**src/rtl/sipo_frame_rx.sv**
```systemverilog
// MSB-first serial-to-parallel frame receiver with a valid/ready output word.
// Define SIPO_PARITY_EN to add a trailing even-parity bit and parity_err.
module sipo_frame_rx #(
  parameter int WIDTH = 4
) (
  input  logic             clk,
  input  logic             rst,
  input  logic             serial,
  input  logic             frame_start,
  input  logic             out_ready,
  output logic [WIDTH-1:0] parallel_out,
  output logic             out_valid,
  output logic             busy,
`ifdef SIPO_PARITY_EN
  output logic             parity_err,
`endif
  output logic             overrun
);

  localparam int CW = $clog2(WIDTH);

  typedef enum logic [1:0] {
`ifdef SIPO_PARITY_EN
    PARITY,
`endif
    IDLE,
    SHIFT
  } state_t;

  state_t           state, state_n;
  logic [WIDTH-1:0] shift, shift_n;
  logic [CW-1:0]    count, count_n;
  logic [WIDTH-1:0] pout_n, word_n, next_word;
  logic             valid_n, ovr_n, xfer;
`ifdef SIPO_PARITY_EN
  logic             perr_n, perr_x;
`endif

  assign next_word = {shift[WIDTH-2:0], serial};
  assign busy      = (state != IDLE);

  always_comb begin
    state_n = state;
    shift_n = shift;
    count_n = count;
    xfer    = 1'b0;
    word_n  = shift;
`ifdef SIPO_PARITY_EN
    perr_x  = 1'b0;
`endif
    if (frame_start) begin
      // A new MSB always wins, even over a frame in flight.
      shift_n = WIDTH'(serial);
      count_n = CW'(1);
      state_n = SHIFT;
    end else begin
      case (state)
        SHIFT: begin
          shift_n = next_word;
          count_n = count + 1'b1;
          if (count == CW'(WIDTH - 1)) begin
            count_n = '0;
`ifdef SIPO_PARITY_EN
            state_n = PARITY;
`else
            xfer    = 1'b1;
            word_n  = next_word;
            state_n = IDLE;
`endif
          end
        end
`ifdef SIPO_PARITY_EN
        PARITY: begin
          xfer    = 1'b1;
          word_n  = shift;
          perr_x  = ^{shift, serial};
          state_n = IDLE;
        end
`endif
        default: state_n = IDLE;
      endcase
    end
  end

  always_comb begin
    pout_n  = parallel_out;
    valid_n = out_valid;
    ovr_n   = overrun;
`ifdef SIPO_PARITY_EN
    perr_n  = parity_err;
`endif
    if (xfer) begin
      if (!out_valid || out_ready) begin
        pout_n  = word_n;
        valid_n = 1'b1;
`ifdef SIPO_PARITY_EN
        perr_n  = perr_x;
`endif
      end else begin
        ovr_n = 1'b1;
      end
    end else if (out_valid && out_ready) begin
      valid_n = 1'b0;
    end
  end

  always_ff @(posedge clk or negedge rst) begin
    if (!rst) begin
      state        <= IDLE;
      shift        <= '0;
      count        <= '0;
      parallel_out <= '0;
      out_valid    <= 1'b0;
      overrun      <= 1'b0;
`ifdef SIPO_PARITY_EN
      parity_err   <= 1'b0;
`endif
    end else begin
      state        <= state_n;
      shift        <= shift_n;
      count        <= count_n;
      parallel_out <= pout_n;
      out_valid    <= valid_n;
      overrun      <= ovr_n;
`ifdef SIPO_PARITY_EN
      parity_err   <= perr_n;
`endif
    end
  end

endmodule

```
**config.mk**
```make
export PLATFORM = sky130hd
export DESIGN_NAME = sipo_frame_rx
export DESIGN_NICKNAME = d
export VERILOG_FILES = /design/src/rtl/sipo_frame_rx.sv
export SDC_FILE = /design/constraint.sdc
export NUM_CORES = 1
export LEC_CHECK = 0
export CAP_MARGIN = 30
export CORE_MARGIN = 1
export CORE_UTILIZATION = 45
export DETAILED_ROUTE_END_ITERATION = 8
export PLACE_DENSITY_LB_ADDON = 0.15
export SLEW_MARGIN = 20
export SYNTH_ARGS = -nofsm -noshare
export SYNTH_HDL_FRONTEND = slang
export SYNTH_SLANG_ARGS = --single-unit
```
**constraint.sdc**
```tcl
create_clock -name clk -period 3.1 [get_ports clk]
set_input_delay 0.93 -clock clk [delete_from_list [all_inputs] [get_ports clk]]
set_output_delay 0.93 -clock clk [all_outputs]
set_load 0.005 [all_outputs]
```
==> out/results.txt <==
Crit path buffers/inverters - 1
sequential-to-total area share from yosys stat - 53.2%
max-slew violations - 0
insertion delay to the later sink of the worst-skew pair - 0.27 ns
Syn Area/Cell - 14.6 µm²
worst ir drop on vdd - 0.344 mV
port bufs - 11
Initial DRC Count - 1
Crit path required time - 2.17 ns
outcome - finished, final reports clean
pin count of the biggest net entering global routing - 14
Worst setup SP type - flop
Pleak - 0.000372 µW
Final Hold Fails - 0
DR pass1 iterations - 2
Layout Nets - 64
Die Width - 38.9 µm
Worst-Margin Slew - 0.576 ns
count leader, synth - dfrtp_1
cts hold-fix bufs - 0
CP Cell Sequence - clkdlybuf4s50_1
number of core rows - 12
vias post-DR - 357
multi-input logic area - 272 µm²
# diodes - 0
Post-DP HPWL - 802 µm
CTS Buf Count - 3
initial antenna violation count - 0
clk root buf - clkbuf_4
area leader, netlist - dfrtp_1
min Tclk post-route - 2.40 ns
clk buf depth - 2
FILL cells - 84
WL final - 1.04 mm
Worst Skew - 0.00282 ns
Setup CP Type - flop to output port
area grow syn2layout - 23.3%
Total Routing Usage GR - 18.5%
Seq cells post-synth - 13
synth warn - 0
FFs w/ async S/R, synth - 100%
die area - 1510 µm²
CTS clk-pin slew, worst paths - 0.08 ns
syn nets - 49
worst-path maximum fanout - 9
MaxCap Viol Count - 0
Die Span Y - 38.9 µm
Worst Path Arrival - 1.47 ns
Yosys top cell area share - 53.2%
max frequency - 0.417 GHz
Ports - 12
global-route wire length before repair - 1.77 mm
HP Class - flop to flop
critical path capture point type - output port
post-CTS setup repair buffer count - 0
Mapped Cells - 42
Setup Viol. Count Final - 0
Seq. cell area - 325 µm²
CTS tree - yes
RSZ-0062 raised after global routing - no
Synth top cells by count - dfrtp_1, nor2_1, mux2_4, mux2i_1, mux2_2
dominant synthesized flop cell - dfrtp_1
Sink Count - 13
share of cells above drive strength 1 - 25.0%
routability cong. - 0.740
Rel. slew slack - 61.5%
Netlist cell types - 17
routed vias/inst - 5.10
Top Family by Delay on Critical Path - flip-flops
H-tree levels - 1
vias in the first global route - 371
core area - 1190 µm²
WL/cell - 14.8 µm
power density over the cells - 835 nW/µm²
DRC - 0
Initial Utilization - 51.6%
crit-path max cell delay - 0.61 ns
Critical-path top delay cell - dfrtp_1
top post-synthesis cells by area - dfrtp_1, mux2_4, mux2i_1, mux2_2, ha_1
mapped cell area - 612 µm²
Total Neg Setup Slack - 0 ns
overall power - 630 µW
Post-DRT Antenna Nets - 0
WHS - 0.489 ns
Post-CTS Resized - 0
total gr overflow - 0
fin crit share - 77.4%
number of synthesized flops with an enable pin - 0
==> report_power, final <==
group          internal, µW  total (µW)  leakage [µW]  switching [µW]
registers               224         283      0.000163            58.3
logic                   165         244      0.000194            79.6
clock network          49.8         103     0.0000150            53.3
total                   439         630      0.000372             191
==> state kept, by name, summed over array words and instances (netlist names) <==
| name | flops |
|---|---|
| overrun | 1 |
| out_valid | 1 |
| state | 1 |
| count | 2 |
| parallel_out | 4 |
| shift | 4 |
==> placed cells by master, fill, tap and decap left out <==
master	n
a21o_2	1
clkbuf_1	1
clkbuf_4	3
clkdlybuf4s50_1	11
dfrtp_1	13
ha_1	2
inv_1	1
mux2_1	1
mux2_2	3
mux2_4	4
mux2i_1	4
nand2_1	1
nand2b_1	1
nand2b_4	1
nand3b_4	1
nor2_1	5
nor2b_4	1
o21bai_1	1
xnor2_1	1
==> cells by family (layout without fill, tap and decap cells) <==
family | count (synthesis) | in the layout | synth area share, %
DFF | 13 | 13 | 53.2
muxes | 12 | 12 | 23.7
and+or+nand+nor | 10 | 10 | 12.5
adders and majority gates | 2 | 2 | 4.09
AOI/OAI and AO/OA | 2 | 2 | 2.66
buffers and inverters | 2 | 16 | 2.45
xor gates and xnor gates | 1 | 1 | 1.43
==> per-layer routing <==
| layer | vias up | wire [µm] | track usage (%) |
|---|---|---|---|
| li1 | 168 | - | - |
| met1 | 177 | 469 | 22.4 |
| met4 | 0 | 16 | 7.76 |
| met5 | - | 0 | 0 |
| met2 | 10 | 518 | 31.7 |
| met3 | 2 | 33 | 3.47 |
==> path summary, 6_finish.rpt <==
check	start	endpoint	slack, ns	depth (start not counted)
setup / recovery	state[0]	busy	0.70	1
hold / removal	overrun	overrun	0.49	1
setup reg to reg	count[0]	parallel_out[3]	1.68	3
hold reg to reg	overrun	overrun	0.49	1
max in group asynchronous	rst	parallel_out[2]	1.70	1
min in group asynchronous	rst	state[0]	1.02	1
==> layout make-up <==
type / instances / area share, %
clock buffers: 4 / 3.48
flip-flops and latches: 13 / 43.1
multi-input cells: 27 / 36.0
repair buffers: 11 / 14.6
well taps: 14 / 2.32
inverters: 1 / 0.498
==> through the flow <==
step	setup WS [ns]	std cells	cell area, µm²	util [%]
global route	0.632	70	754	63.6
floorplan	1.41	42	612	-
global placement	0.784	66	728	61.4
detailed placement	0.747	66	728	61.4
finish	0.702	70	754	63.6
CTS	0.694	70	754	63.6
No activity file was read; power rests on OpenSTA's default activity.
